File: config.mk
export PLATFORM = sky130hd
export DESIGN_NAME = sysarr_seq_ctrl_flat
export DESIGN_NICKNAME = d
export VERILOG_FILES = /design/src/rtl/sysarr_seq_ctrl_if.sv /design/src/rtl/sysarr_seq_ctrl.sv /design/src/flat_wrapper.sv
export SDC_FILE = /design/constraint.sdc
export NUM_CORES = 1
export LEC_CHECK = 0
export CAP_MARGIN = 20
export CELL_PAD_IN_SITES_DETAIL_PLACEMENT = 1
export CELL_PAD_IN_SITES_GLOBAL_PLACEMENT = 2
export CORE_MARGIN = 8
export CORE_UTILIZATION = 34
export DETAILED_ROUTE_END_ITERATION = 10
export GPL_TIMING_DRIVEN = 0
export PLACE_DENSITY = 0.84
export REMOVE_ABC_BUFFERS = 1
export SETUP_SLACK_MARGIN = 0.15
export SYNTH_ARGS = -nofsm -noshare
export SYNTH_HDL_FRONTEND = slang
export SYNTH_SLANG_ARGS = --single-unit
File: constraint.sdc
create_clock -name i_clk -period 4.7 [get_ports i_clk]
set_input_delay 0.94 -clock i_clk [delete_from_list [all_inputs] [get_ports i_clk]]
set_output_delay 0.94 -clock i_clk [all_outputs]
set_load 0.05 [all_outputs]
File: src/rtl/sysarr_seq_ctrl_if.sv
// Command/status and buffer-port bundle between the tile sequencer and its surroundings.
// The sequencer takes the slave side; the tile issuer and buffer models take the master side.
interface sysarr_seq_ctrl_if #(
  parameter int unsigned ROWS_NUM   = 4,
  parameter int unsigned ADDR_WIDTH = 8
);
  logic                  start;
  logic [ADDR_WIDTH-1:0] num_vecs;
  logic [ADDR_WIDTH-1:0] wbuf_base;
  logic [ADDR_WIDTH-1:0] ibuf_base;
  logic [ADDR_WIDTH-1:0] obuf_base;
  logic                  busy;
  logic                  done;
  logic                  wbuf_rden;
  logic [ADDR_WIDTH-1:0] wbuf_addr;
  logic [ROWS_NUM-1:0]   weight_wren;
  logic                  ibuf_rden;
  logic [ADDR_WIDTH-1:0] ibuf_addr;
  logic                  active;
  logic                  obuf_wren;
  logic [ADDR_WIDTH-1:0] obuf_addr;

  modport master (
    output start, num_vecs, wbuf_base, ibuf_base, obuf_base,
    input  busy, done, wbuf_rden, wbuf_addr, weight_wren,
    input  ibuf_rden, ibuf_addr, active, obuf_wren, obuf_addr
  );

  modport slave (
    input  start, num_vecs, wbuf_base, ibuf_base, obuf_base,
    output busy, done, wbuf_rden, wbuf_addr, weight_wren,
    output ibuf_rden, ibuf_addr, active, obuf_wren, obuf_addr
  );
endinterface

File: src/rtl/sysarr_seq_ctrl.sv
// Weight-stationary systolic array tile sequencer: loads weights, streams input
// vectors, and writes result rows once they emerge from the array pipeline.
module sysarr_seq_ctrl #(
  parameter int unsigned ROWS_NUM   = 4,
  parameter int unsigned ADDR_WIDTH = 8,
  parameter int unsigned ARR_LAT    = 2 * ROWS_NUM
) (
  input  logic             i_clk,
  input  logic             i_reset,
  sysarr_seq_ctrl_if.slave bus
);

  typedef enum logic [2:0] {
    S_IDLE,
    S_LOAD_W,
    S_STREAM,
    S_DRAIN,
    S_DONE
  } state_t;

  state_t                r_state;
  logic [ADDR_WIDTH-1:0] r_cnt;
  logic [ADDR_WIDTH-1:0] r_num_vecs;
  logic [ADDR_WIDTH-1:0] r_ibuf_base;
  logic [ADDR_WIDTH-1:0] r_obuf_base;
  logic [ADDR_WIDTH-1:0] r_wr_cnt;
  logic                  r_busy;
  logic                  r_done;
  logic                  r_wbuf_rden;
  logic [ADDR_WIDTH-1:0] r_wbuf_addr;
  logic [ROWS_NUM-1:0]   r_weight_wren;
  logic                  r_ibuf_rden;
  logic [ADDR_WIDTH-1:0] r_ibuf_addr;
  logic                  r_active;
  logic [ARR_LAT-1:0]    r_act_sr;
  logic [ADDR_WIDTH-1:0] r_obuf_addr;

  // Nothing remains in flight once the input read and every pipeline stage
  // except the one currently presenting obuf_wren are empty.
  logic w_pipe_empty;
  assign w_pipe_empty = !r_ibuf_rden && !r_active && (r_act_sr[ARR_LAT-2:0] == '0);

  always_ff @(posedge i_clk) begin
    if (i_reset) begin
      r_state       <= S_IDLE;
      r_cnt         <= '0;
      r_num_vecs    <= '0;
      r_ibuf_base   <= '0;
      r_obuf_base   <= '0;
      r_wr_cnt      <= '0;
      r_busy        <= 1'b0;
      r_done        <= 1'b0;
      r_wbuf_rden   <= 1'b0;
      r_wbuf_addr   <= '0;
      r_weight_wren <= '0;
      r_ibuf_rden   <= 1'b0;
      r_ibuf_addr   <= '0;
      r_active      <= 1'b0;
      r_act_sr      <= '0;
      r_obuf_addr   <= '0;
    end else begin
      // One-cycle buffer read latency, then the array latency for results.
      r_weight_wren <= {ROWS_NUM{r_wbuf_rden}};
      r_active      <= r_ibuf_rden;
      r_act_sr      <= {r_act_sr[ARR_LAT-2:0], r_active};
      if (r_act_sr[ARR_LAT-2]) begin
        r_obuf_addr <= r_obuf_base + r_wr_cnt;
        r_wr_cnt    <= r_wr_cnt + ADDR_WIDTH'(1);
      end else begin
        r_obuf_addr <= '0;
      end

      case (r_state)
        S_IDLE: begin
          r_done <= 1'b0;
          if (bus.start) begin
            r_state     <= S_LOAD_W;
            r_busy      <= 1'b1;
            r_cnt       <= '0;
            r_wr_cnt    <= '0;
            r_num_vecs  <= bus.num_vecs;
            r_ibuf_base <= bus.ibuf_base;
            r_obuf_base <= bus.obuf_base;
            r_wbuf_rden <= 1'b1;
            r_wbuf_addr <= bus.wbuf_base + ADDR_WIDTH'(ROWS_NUM - 1);
          end
        end
        S_LOAD_W: begin
          // Bottom-row weights are fetched first since they shift furthest.
          if (r_cnt == ADDR_WIDTH'(ROWS_NUM - 1)) begin
            r_wbuf_rden <= 1'b0;
            r_wbuf_addr <= '0;
            r_cnt       <= '0;
            if (r_num_vecs != '0) begin
              r_state     <= S_STREAM;
              r_ibuf_rden <= 1'b1;
              r_ibuf_addr <= r_ibuf_base;
            end else begin
              r_state <= S_DRAIN;
            end
          end else begin
            r_cnt       <= r_cnt + ADDR_WIDTH'(1);
            r_wbuf_addr <= r_wbuf_addr - ADDR_WIDTH'(1);
          end
        end
        S_STREAM: begin
          if (r_cnt == r_num_vecs - ADDR_WIDTH'(1)) begin
            r_state     <= S_DRAIN;
            r_ibuf_rden <= 1'b0;
            r_ibuf_addr <= '0;
          end else begin
            r_cnt       <= r_cnt + ADDR_WIDTH'(1);
            r_ibuf_addr <= r_ibuf_base + r_cnt + ADDR_WIDTH'(1);
          end
        end
        S_DRAIN: begin
          if (w_pipe_empty) begin
            r_state <= S_DONE;
            r_busy  <= 1'b0;
            r_done  <= 1'b1;
          end
        end
        S_DONE: begin
          r_state <= S_IDLE;
          r_done  <= 1'b0;
        end
        default: begin
          r_state <= S_IDLE;
          r_busy  <= 1'b0;
          r_done  <= 1'b0;
        end
      endcase
    end
  end

  assign bus.busy        = r_busy;
  assign bus.done        = r_done;
  assign bus.wbuf_rden   = r_wbuf_rden;
  assign bus.wbuf_addr   = r_wbuf_addr;
  assign bus.weight_wren = r_weight_wren;
  assign bus.ibuf_rden   = r_ibuf_rden;
  assign bus.ibuf_addr   = r_ibuf_addr;
  assign bus.active      = r_active;
  assign bus.obuf_wren   = r_act_sr[ARR_LAT-1];
  assign bus.obuf_addr   = r_obuf_addr;

endmodule

File: src/flat_wrapper.sv
// flat-port wrapper written by rule: the top's interface ports become plain ports
module sysarr_seq_ctrl_flat 
#(
  parameter int unsigned ROWS_NUM   = 4,
  parameter int unsigned ADDR_WIDTH = 8,
  parameter int unsigned ARR_LAT    = 2 * ROWS_NUM
)
  (i_clk, i_reset, bus_start, bus_num_vecs, bus_wbuf_base, bus_ibuf_base, bus_obuf_base, bus_busy, bus_done, bus_wbuf_rden, bus_wbuf_addr, bus_weight_wren, bus_ibuf_rden, bus_ibuf_addr, bus_active, bus_obuf_wren, bus_obuf_addr);
  sysarr_seq_ctrl_if #(.ROWS_NUM(ROWS_NUM), .ADDR_WIDTH(ADDR_WIDTH)) bus_i ();
  input  logic i_clk;
  input  logic i_reset;
  input wire logic [$bits(bus_i.start)-1:0] bus_start;
  input wire logic [$bits(bus_i.num_vecs)-1:0] bus_num_vecs;
  input wire logic [$bits(bus_i.wbuf_base)-1:0] bus_wbuf_base;
  input wire logic [$bits(bus_i.ibuf_base)-1:0] bus_ibuf_base;
  input wire logic [$bits(bus_i.obuf_base)-1:0] bus_obuf_base;
  output wire logic [$bits(bus_i.busy)-1:0] bus_busy;
  output wire logic [$bits(bus_i.done)-1:0] bus_done;
  output wire logic [$bits(bus_i.wbuf_rden)-1:0] bus_wbuf_rden;
  output wire logic [$bits(bus_i.wbuf_addr)-1:0] bus_wbuf_addr;
  output wire logic [$bits(bus_i.weight_wren)-1:0] bus_weight_wren;
  output wire logic [$bits(bus_i.ibuf_rden)-1:0] bus_ibuf_rden;
  output wire logic [$bits(bus_i.ibuf_addr)-1:0] bus_ibuf_addr;
  output wire logic [$bits(bus_i.active)-1:0] bus_active;
  output wire logic [$bits(bus_i.obuf_wren)-1:0] bus_obuf_wren;
  output wire logic [$bits(bus_i.obuf_addr)-1:0] bus_obuf_addr;
  assign bus_i.start = bus_start;
  assign bus_i.num_vecs = bus_num_vecs;
  assign bus_i.wbuf_base = bus_wbuf_base;
  assign bus_i.ibuf_base = bus_ibuf_base;
  assign bus_i.obuf_base = bus_obuf_base;
  assign bus_busy = bus_i.busy;
  assign bus_done = bus_i.done;
  assign bus_wbuf_rden = bus_i.wbuf_rden;
  assign bus_wbuf_addr = bus_i.wbuf_addr;
  assign bus_weight_wren = bus_i.weight_wren;
  assign bus_ibuf_rden = bus_i.ibuf_rden;
  assign bus_ibuf_addr = bus_i.ibuf_addr;
  assign bus_active = bus_i.active;
  assign bus_obuf_wren = bus_i.obuf_wren;
  assign bus_obuf_addr = bus_i.obuf_addr;
  sysarr_seq_ctrl #(.ROWS_NUM(ROWS_NUM), .ADDR_WIDTH(ADDR_WIDTH), .ARR_LAT(ARR_LAT)) u_core (.i_clk(i_clk), .i_reset(i_reset), .bus(bus_i));
endmodule
==> impl_metrics.tcl <==
set metrics [dict create \
    required_ns 4.94 \
    dieHeight_um 127 \
    cts_tree "yes" \
    grt_pass1_vias 4059 \
    critPathArrivalTime_ns 3.00 \
    initialDrtViolationCount 131 \
    drc_errors 0 \
    synth-edff-count 0 \
    clk-insertion-delay-late_ns 0.35 \
    grt-ovfl-total 0 \
    grt_max_degree 41 \
    coreArea_um2 12100 \
    die_width_um 127 \
    firstDrtPassIters 4 \
    ios 69 \
    grt_pass1_wl_um 20000 \
    grt_use_total_pct 15.3 \
    synth_warnings 0 \
    max_clock_freq_ghz 0.362 \
    syn_area_um2 4230 \
    ant_nets 0 \
    cap_viol_max_count 0 \
    start_util_pct 35.0 \
    async_reset_ff_share_pct 0 \
    clkTransAtPathRegs_ns 0.06 \
    powerDensity_nw_per_um2 486 \
    ir_worst_vdd_mv 0.222 \
    num_vias 3841 \
    final_cell_mix "81 x dfxtp_1, 76 x nand2_1, 67 x clkdlybuf4s50_1" \
    htreeDepth 3 \
    synth_top_area_share_pct 38.4 \
    cts.sinks 81 \
    antenna_found_initial 0 \
    holdCritPathClass "reg2reg" \
    drv_slew 0 \
    avgSynthCellArea_um2 8.22 \
    path_max_fanout 6 \
    mostFrequentLayoutCell "dfxtp_1" \
    cts_made_buffers 9 \
    ys.flop_type "dfxtp_1" \
    die_area_um2 16300 \
    synth_area_leaders "dfxtp_1 38%, nand2_1 6.7%, ha_1 5.6%" \
    final.period_utilization_pct 58.8 \
    num_antenna_cells 0 \
    skew_ns 0.00848 \
    leakagePower_uw 0.00200 \
    routed_wl_um 11900 \
    cp-end-kind "flop" \
    num_rows 40 \
    period_needed_ns 2.76 \
    yosysSeqAreaShare_pct 38.4 \
    syn2layout_area_growth_pct 26.3 \
    synth_cell_types 62 \
    use_met1_pct 17.6 \
    critPathKind "in2reg" \
    gr-usage-met2_pct 26.7 \
    hold_buffers 0 \
    root_buffer "clkbuf_16" \
    nets 629 \
    status "complete, no violations" \
    cp-start-kind "primary input" \
    routed_via_density 5.16 \
    hpwl_um 8910 \
    clockBufferDepth 2 \
    synth.largest_area_cell "dfxtp_1" \
    finalSetupViolCount 0 \
    cts_resized 0 \
    hold_ws_ns 0.462 \
    wire_per_inst_um 16.0 \
    busiest_layer "met2" \
    worst_slew_pin_slew_ns 0.738 \
    finalHoldViolCount 0 \
    fillers 1436 \
    ys_ff_latch 81 \
    multi_input_area_um2 2410 \
    seqCellArea_um2 1620 \
    post_route_cells_drive_above_1_share_pct 6.41 \
    syn_inst 514 \
    grt_util_met3_pct 2.83 \
    cts_setup_buffers 0 \
    fin_util_pct 44.3 \
    port-buffer-count 68 \
    relSlewSlack_pct 50.7 \
    gp_congestion 0.793 \
    rsz0062_at_grt "no" \
]
synthesized netlist by cell type, types with 3 or more instances:
cell,number
a211oi_1,5
a21oi_1,44
a22oi_1,4
a31oi_1,4
and3_1,3
buf_4,3
clkbuf_1,18
dfxtp_1,81
ha_1,19
inv_1,20
nand2_1,76
nand2b_1,12
nand3_1,7
nand4_1,6
nor2_1,51
nor2b_1,18
nor3_1,15
o2111ai_1,4
o211ai_1,3
o21a_1,5
o21ai_0,22
o22ai_1,5
o32ai_1,3
or3_1,5
xnor2_1,13
xor2_1,18
layer usage:
layer  vias up  part of all wire (%)  wire length (um)
li1       1912                     -                 -
met3        14                   3.3               395
met1      1856                    45              5410
met4         0                   1.9               229
met2        59                    49              5880
met5         -                     0                 0
worst max-delay path, cell delays in order:
cell             delay (ns)
clkdlybuf4s50_1        0.58
nor4b_2                0.65
buf_4                  0.28
a21oi_1                0.10
nor2_1                 0.12
nor2_1                 0.06
o221a_2                0.27
per-stage QoR:
| step | area [um^2] | setup WS (ns) | TNS (ns) | cells | power (uW) |
|---|---|---|---|---|---|
| after detailed placement | 5050 | 1.58 | 0 | 730 | 1930 |
| after global routing | 5340 | 1.82 | 0 | 745 | 2770 |
| final | 5340 | 1.94 | 0 | 745 | 2600 |
| after floorplan | 4100 | 0.766 | 0 | 489 | 1580 |
| after global placement | 4990 | -1.95 | -44.28 | 725 | 1890 |
| after CTS | 5340 | 1.95 | 0 | 745 | 2640 |
worst paths after layout:
check             slack (ns)                                    to                               start  depth (start not counted)
setup / recovery        1.94  u_core.bus.wbuf_addr[2]$_SDFFE_PP0P_                           bus_start                          7
hold / removal          0.46    u_core.r_obuf_base[3]$_SDFFE_PP0P_  u_core.r_obuf_base[3]$_SDFFE_PP0P_                          2
setup reg to reg        1.99  u_core.bus.ibuf_addr[3]$_SDFFE_PP0P_        u_core.r_cnt[0]$_SDFFE_PP0P_                          7
hold reg to reg         0.46    u_core.r_obuf_base[3]$_SDFFE_PP0P_  u_core.r_obuf_base[3]$_SDFFE_PP0P_                          2
cell families (layout without fill, tap and decap cells):
kind of cell | after synthesis | count (layout) | synth area share, %
and+or+nand+nor | 212 | 212 | 24.3
DFF | 81 | 81 | 38.4
buffers and inverters | 45 | 108 | 4.68
adders and majority gates | 21 | 21 | 6.57
xor gates and xnor gates | 31 | 31 | 6.42
AOI/OAI and AO/OA | 123 | 123 | 19.4
muxes | 1 | 1 | 0.237
layout make-up:
class,instances,area share (%)
well taps,168,3.94
inverters,20,1.41
multi-input cells,388,45.2
repair buffers,73,13.7
flip-flops and latches,81,30.4
clock buffers,9,4.22
clock inverters,6,1.12
where the power goes:
part	internal [uW]	switching [uW]	total, uW
clock	405	282	687
combinational	381	640	1020
sequential	781	107	888
state kept, by name, summed over array words and instances (netlist names), 3 cells and up:
name                  count
u_core.bus.ibuf_addr      8
u_core.bus.obuf_addr      8
u_core.bus.wbuf_addr      8
u_core.r_act_sr           8
u_core.r_cnt              8
u_core.r_ibuf_base        8
u_core.r_num_vecs         8
u_core.r_obuf_base        8
u_core.r_state            3
u_core.r_wr_cnt           8
No activity file was read; power rests on OpenSTA's default activity.
